$ cat src/rtl/branch_sequencer.sv
// Fetch/decode/execute controller for a small program counter: decodes one
// instruction per three cycles and tells the pc when and where to step.
module branch_sequencer #(
  parameter int PC_W    = 5,
  parameter int INSTR_W = 8,
  parameter int LC_W    = 5
) (
  input  logic               clk,
  input  logic               reset,
  input  logic               start,
  input  logic [PC_W-1:0]    pc,
  output logic [PC_W-1:0]    imem_addr,
  input  logic [INSTR_W-1:0] imem_data,
  input  logic               zero_flag,
  output logic               control,
  output logic               do_branch,
  output logic [PC_W-1:0]    branch_target,
  output logic               busy,
  output logic               halted,
  output logic               err
);

  typedef enum logic [2:0] {
    S_IDLE   = 3'd0,
    S_FETCH  = 3'd1,
    S_DECODE = 3'd2,
    S_EXEC   = 3'd3,
    S_HALT   = 3'd4
  } state_t;

  localparam logic [2:0] OP_NOP  = 3'b000;
  localparam logic [2:0] OP_LDLC = 3'b001;
  localparam logic [2:0] OP_JMP  = 3'b010;
  localparam logic [2:0] OP_BZ   = 3'b011;
  localparam logic [2:0] OP_CALL = 3'b100;
  localparam logic [2:0] OP_RET  = 3'b101;
  localparam logic [2:0] OP_DJNZ = 3'b110;
  localparam logic [2:0] OP_HALT = 3'b111;

  state_t            state;
  state_t            state_next;
  logic [2:0]        opcode;
  logic [PC_W-1:0]   operand;
  logic [LC_W-1:0]   operand_lc;
  logic [LC_W-1:0]   lc;
  logic [LC_W-1:0]   lc_dec;
  logic [PC_W-1:0]   ret_addr;
  logic              ret_valid;

  assign imem_addr  = pc;
  assign opcode     = imem_data[INSTR_W-1:PC_W];
  assign operand    = imem_data[PC_W-1:0];
  assign operand_lc = LC_W'(operand);
  assign lc_dec     = lc - 1'b1;

  assign control = (state == S_EXEC);
  assign busy    = (state == S_FETCH) || (state == S_DECODE) || (state == S_EXEC);
  assign halted  = (state == S_HALT);

  always_ff @(posedge clk or posedge reset) begin
    if (reset) state <= S_IDLE;
    else       state <= state_next;
  end

  always_comb begin
    state_next = state;
    case (state)
      S_IDLE:   if (start) state_next = S_FETCH;
      S_FETCH:  state_next = S_DECODE;
      S_DECODE: state_next = (opcode == OP_HALT) ? S_HALT : S_EXEC;
      S_EXEC:   state_next = S_FETCH;
      S_HALT:   state_next = S_HALT;
      default:  state_next = S_IDLE;
    endcase
  end

  // All instruction side effects land on the edge that ends DECODE, so the
  // branch decision is frozen for the whole EXEC cycle.
  always_ff @(posedge clk or posedge reset) begin
    if (reset) begin
      do_branch     <= 1'b0;
      branch_target <= '0;
      lc            <= '0;
      ret_addr      <= '0;
      ret_valid     <= 1'b0;
      err           <= 1'b0;
    end else if (state == S_DECODE) begin
      case (opcode)
        OP_NOP: do_branch <= 1'b0;
        OP_LDLC: begin
          lc        <= operand_lc;
          do_branch <= 1'b0;
        end
        OP_JMP: begin
          do_branch     <= 1'b1;
          branch_target <= operand;
        end
        OP_BZ: begin
          do_branch     <= zero_flag;
          branch_target <= operand;
        end
        OP_CALL: begin
          ret_addr      <= pc + 1'b1;
          ret_valid     <= 1'b1;
          do_branch     <= 1'b1;
          branch_target <= operand;
        end
        OP_RET: begin
          if (ret_valid) begin
            do_branch     <= 1'b1;
            branch_target <= ret_addr;
            ret_valid     <= 1'b0;
          end else begin
            do_branch <= 1'b0;
            err       <= 1'b1;
          end
        end
        OP_DJNZ: begin
          if (lc != '0) begin
            lc            <= lc_dec;
            do_branch     <= (lc_dec != '0);
            branch_target <= operand;
          end else begin
            do_branch <= 1'b0;
          end
        end
        default: ;
      endcase
    end
  end

endmodule

$ cat config.mk
export PLATFORM = sky130hd
export DESIGN_NAME = branch_sequencer
export DESIGN_NICKNAME = d
export VERILOG_FILES = /design/src/rtl/branch_sequencer.sv
export SDC_FILE = /design/constraint.sdc
export NUM_CORES = 1
export LEC_CHECK = 0
export ABC_AREA = 0
export BUFFER_PORTS_ARGS = -buffer_cell sky130_fd_sc_hd__buf_4
export CAP_MARGIN = 20
export CORE_MARGIN = 2
export CORE_UTILIZATION = 45
export CTS_BUF_LIST = sky130_fd_sc_hd__clkbuf_8
export DETAILED_ROUTE_END_ITERATION = 8
export HOLD_SLACK_MARGIN = 0.08
export PLACE_DENSITY = 0.72
export SLEW_MARGIN = 15
export SYNTH_ARGS = -nofsm -noshare
export SYNTH_HDL_FRONTEND = slang
export SYNTH_SLANG_ARGS = --single-unit
$ cat constraint.sdc
create_clock -name clk -period 4.3 [get_ports clk]
set_clock_uncertainty 0.05 [all_clocks]
set_input_delay 0.86 -clock clk [delete_from_list [all_inputs] [get_ports clk]]
set_output_delay 0.86 -clock clk [all_outputs]
set_load 0.03 [all_outputs]
; Word-level counts from Yosys, hierarchy flattened
; Index checks and enable logic that the tools add are counted.
[word_totals]
n_memories = 0
latch_bits = 0
ram_bits = 0
rom_bits = 0
elab_cells = 55
in_bits = 17
out_inout_bits = 15
register_bits = 21
[op_classes]
order_cmp = 0
div = 0
shift = 0
n_eq_ne = 14
add_sub_neg = 2
mux = 12
multipliers = 0
n_reduce_logical = 19
bitwise = 1
[op_table]
columns = op, n
row1 = 3-bit == test (second input constant), 5
row2 = 5-bit two-way mux, 3
row3 = 3-bit one-hot mux with 5 select lines, 1
row4 = 5-bit one-hot mux with 3 select lines, 1
row5 = 5-bit nonzero test, 3
row6 = 3-bit by 2-bit == test with 1-bit output (second input constant), 4
row7 = 5-bit one-hot mux with 2 select lines, 1
row8 = 3-bit by 1-bit == test with 1-bit output (second input constant), 2
row9 = 3-bit logical NOT, 2
row10 = 3-bit two-way mux, 2
row11 = 2-bit inequality test (second input constant), 3
row12 = 2-bit AND reduction, 3
row13 = 3-bit AND reduction, 2
row14 = 5-bit by 1-bit adder with 5-bit output (second input constant), 1
row15 = 1-bit one-hot mux with 5 select lines, 1
row16 = 5-bit by 1-bit subtractor with 5-bit output (second input constant), 1
row17 = 4-bit AND reduction, 1
row18 = 2-bit nonzero test, 2
row19 = 2-bit OR reduction, 2
row20 = 3-bit nonzero test, 1
row21 = 3-bit OR reduction, 1
row22 = 1-bit logical OR, 2
row23 = 1-bit two-way mux, 2
row24 = 1-bit one-hot mux with 2 select lines, 1
row25 = 1-bit inverter, 1

; Longest topological paths before layout
[logic_depth]
word_depth = 4
ltp_mapped = 6
ltp_nobuf = 6

; Worst setup path after synthesis
; Ideal clock, no wire load.
[synth_path]
kind = input-to-reg
from = input imem_data[6]
to = register branch_target[0]
path_slack_ns = 2.048
t_required_ns = 4.122
setup_ns = 0.128
arrival_time_ns = 2.075
cell_stages = 5
cell_sequence = clkbuf_1 -> and2b_1 -> nand2_1 -> mux2_2 -> mux2_1
[synth_via]
elab_chain_len = 4
word_cells_on_any_way = 11
classes_between = eq/ne (7) / mux (1) / reduce/logical (3)
[synth_rtl]
columns = element, line_no
row1 = from (decl), 13  ; input logic [INSTR_W-1:0] imem_data,
row2 = 3-bit == test or 3-bit by 2-bit == test with 1-bit output (tied branches), 88  ; case (opcode)
row3 = 3-bit OR reduction (no source line), -
row4 = 3-bit nonzero test (no source line), -
row5 = 4-bit AND reduction (no source line), -
row6 = to (signal assigned), 96  ; branch_target <= operand;
row7 = to (signal assigned), 100  ; branch_target <= operand;
row8 = to (signal assigned), 106  ; branch_target <= operand;
row9 = to (decl), 17  ; output logic [PC_W-1:0] branch_target,
; Parallel ways exist; a longest one is shown, timed or not.
; A chain may end at the register's enable or synchronous reset.

; Worst setup path after layout
[layout_path]
from = input imem_data[5]
to = register lc[1]
[layout_via]
elab_chain_len = 3
word_cells_on_any_way = 6
classes_between = eq/ne (3) / mux (1) / reduce/logical (2)
[layout_rtl]
columns = element, line_no
row1 = 3-bit == test or 3-bit by 1-bit == test with 1-bit output (tied branches), 88
row2 = 2-bit inequality test (no source line) or 2-bit nonzero test (tied branches), -
row3 = 3-bit AND reduction (no source line), -
row4 = to (signal assigned), 91  ; lc <= operand_lc;
row5 = to (signal assigned), 120  ; lc <= lc_dec;
row6 = to (decl), 45  ; logic [LC_W-1:0] lc;
; Parallel ways exist; a longest one is shown, timed or not.

==> results.toml <==
[status]
status = "completed"

[clocking]
cts_buffer_depth = 2
cts_inserted_buffers = 3
ctsResizeCount = 0
cts_htree_levels = 1
insertion_delay_ns = 0.26
cts_setup_buffers = 0
clkTransAtPathRegs_ns = 0.08
cts_hold_buf = 0
cts_tree = "yes"
root_buffer = "clkbuf_8"
cts.sinks = 21

[synth]
synth.distinct_cells = 42
synth_flop_cell = "dfrtp_1"
yosysTopAreaCellShare = 0.411
synth_most_common_cell = "dfrtp_1"
syn_avg_cell_area_um2 = 10.5
synthTopCellsByCount = "21 x dfrtp_1, 11 x a21oi_1, 8 x mux2_1, 7 x nor2_1"
synth-edff-count = 0
syn-cell-area_um2 = 1280
syn_inst = 122
synth_nets = 142
yosys_warnings = 0
ys_top_cells_by_area = "dfrtp_1 41%, mux2_1 7.0%, a21oi_1 4.3%"
synth.largest_area_cell = "dfrtp_1"
synthArstFlopShare = 1.00
synth-seq-cells = 21
ys_seq_area_frac = 0.411

[sta]
slew_headroom = 0.485
slew_violations = 0
rsz0062_at_grt = "false"
timing.fmax_mhz = 440
fin_tns_setup_ns = 0
tightest_slew_ns = 0.771
min_period_over_period = 0.529
fin_crit_ns = 2.27
setup_viol = 0
timing.final.hold_violations = 0

[route]
vias = 978
postRouteWirelength_mm = 2.58
drtIter0Drc = 42
drcViolationCount = 0
avgViaCountPerCell = 5.49
post_drt_wl_per_cell_um = 14.5
firstDrtPassIters = 4
ant_nets = 0

[floorplan]
fp.dieArea_um2 = 3280
core_area_um2 = 2730
fp.dieH_um = 57.3
io_pins = 32
start_util = 0.468
rows = 19
die_width_um = 57.3

[min_path]
hold_path_depth = 1
min_from = "err$_DFFE_PP0P_"
hold_class = "register to register"
hold-path-endpoint = "err$_DFFE_PP0P_"

[critical_path]
crit_path_end_kind = "register"
r2r_end = "lc[1]$_DFFE_PP0P_"
crit_fanout = 11
start_kind = "primary input"
cp.arrival_ns = 2.37
r2r_start = "lc[0]$_DFFE_PP0P_"
critPathKind = "primary input to register"
r2r_slack_ns = 2.18
worstPathRequired_ns = 4.40
r2r_cells = 6

[global_route]
grt_usage = 0.166
grt_overflow = 0
grt_start_max_net_pins = 22
grtUsageMet3 = 0.0204
grt_pass1_wl_mm = 4.28
met2_usage = 0.273
antenna_found_initial = 0
first_global_vias = 948
grtUsageMet1 = 0.226
grt.busiest_layer = "met2"

[layout]
syn2layout_area_growth_pct = 19.8
diodes = 0
fillers = 248
fin_nets = 168
drive_gt1_frac = 0.293
utilization = 0.560

[power_and_ir_drop]
power.density_nw_per_um2 = 627
p_leak_nw = 0.691
peakVddDrop_v = 0.000318

[placement]
gp_congestion = 0.850
dp_hpwl_mm = 1.99
numPortBuffers = 31

[flow_run]
cap_violations = 0
==> worst max-delay path by stage <==
stage | from | end | slack (ns) | depth (start not counted)
after floorplan | imem_data[6] | branch_target[0]$_DFFE_PP0P_ | 2.05 | 5
after global placement | imem_data[5] | lc[1]$_DFFE_PP0P_ | 1.88 | 5
after detailed placement | imem_data[5] | lc[1]$_DFFE_PP0P_ | 1.79 | 5
after CTS | imem_data[5] | lc[1]$_DFFE_PP0P_ | 2.08 | 5
after global routing | imem_data[5] | lc[1]$_DFFE_PP0P_ | 1.95 | 5
final | imem_data[5] | lc[1]$_DFFE_PP0P_ | 2.03 | 5
==> cell type report <==
| cell class | count | area, um^2 | area share |
|---|---|---|---|
| clock inverters | 1 | 5.00 | 0.00327 |
| multi-input cells | 88 | 677 | 0.442 |
| flip-flops and latches | 21 | 526 | 0.343 |
| well taps | 31 | 38.8 | 0.0253 |
| clock buffers | 3 | 41.3 | 0.0270 |
| repair buffers | 31 | 233 | 0.152 |
| inverters | 3 | 11.3 | 0.00735 |
==> registers in the layout, summed over array words and instances, names as in the netlist <==
register       count
ret_addr           5
err                1
do_branch          1
state              3
branch_target      5
lc                 5
ret_valid          1
==> layer usage <==
| metal | up-vias | wire (um) |
|---|---|---|
| met1 | 455 | 1170 |
| met2 | 37 | 1270 |
| li1 | 484 | - |
| met4 | 0 | 23 |
| met5 | - | 0 |
| met3 | 2 | 120 |
==> stage by stage <==
step	hold WS, ns	setup slack, ns	total power, mW	area, um^2	instances
after floorplan	0.414	2.05	0.696	1280	122
after global placement	0.425	1.88	0.821	1490	174
after detailed placement	0.429	1.79	0.836	1490	174
after CTS	0.447	2.08	0.966	1530	178
after global routing	0.451	1.95	1.03	1530	178
final	0.434	2.03	0.960	1530	178
==> where the power goes <==
group	internal [mW]	leakage (nW)	switching (mW)
Combinational	0.207	0.412	0.249
Clock	0.0645	0.0255	0.0637
Sequential	0.293	0.253	0.0831
Total	0.564	0.691	0.396
==> layout by cell type (no fill, tap or decap), drive strengths merged, types with 2 or more instances in the layout <==
cell type,instances
or3b,2
o21bai,2
clkbuf,3
nor4b,3
a21o,2
o211ai,2
nand2b,3
nor2,7
o31ai,2
nor3,2
buf,31
nand2,5
a21oi,11
inv,3
nor3b,4
nand3b,2
and3b,2
o2bb2ai,3
ha,3
xor2,3
nand3,4
dfrtp,21
xnor2,2
nor2b,2
mux2,12
o21ai,2
==> cell families (layout without fill, tap and decap cells) <==
| kind of cell | Yosys count | in the layout | synth area share |
|---|---|---|---|
| simple gates | 39 | 39 | 0.205 |
| compound gates | 28 | 28 | 0.145 |
| flops | 21 | 21 | 0.411 |
| mux | 13 | 13 | 0.116 |
| buf+inv | 13 | 38 | 0.0597 |
| xor+xnor | 5 | 5 | 0.0343 |
| fa+ha+maj | 3 | 3 | 0.0294 |
==> worst max-delay path, stage by stage <==
cell and delay [ns]:
buf_4 0.15, nand3b_1 0.36, o22ai_1 0.41, nand2_1 0.22, mux2_1 0.37
Note: power is estimated with default switching activity, not from simulation.
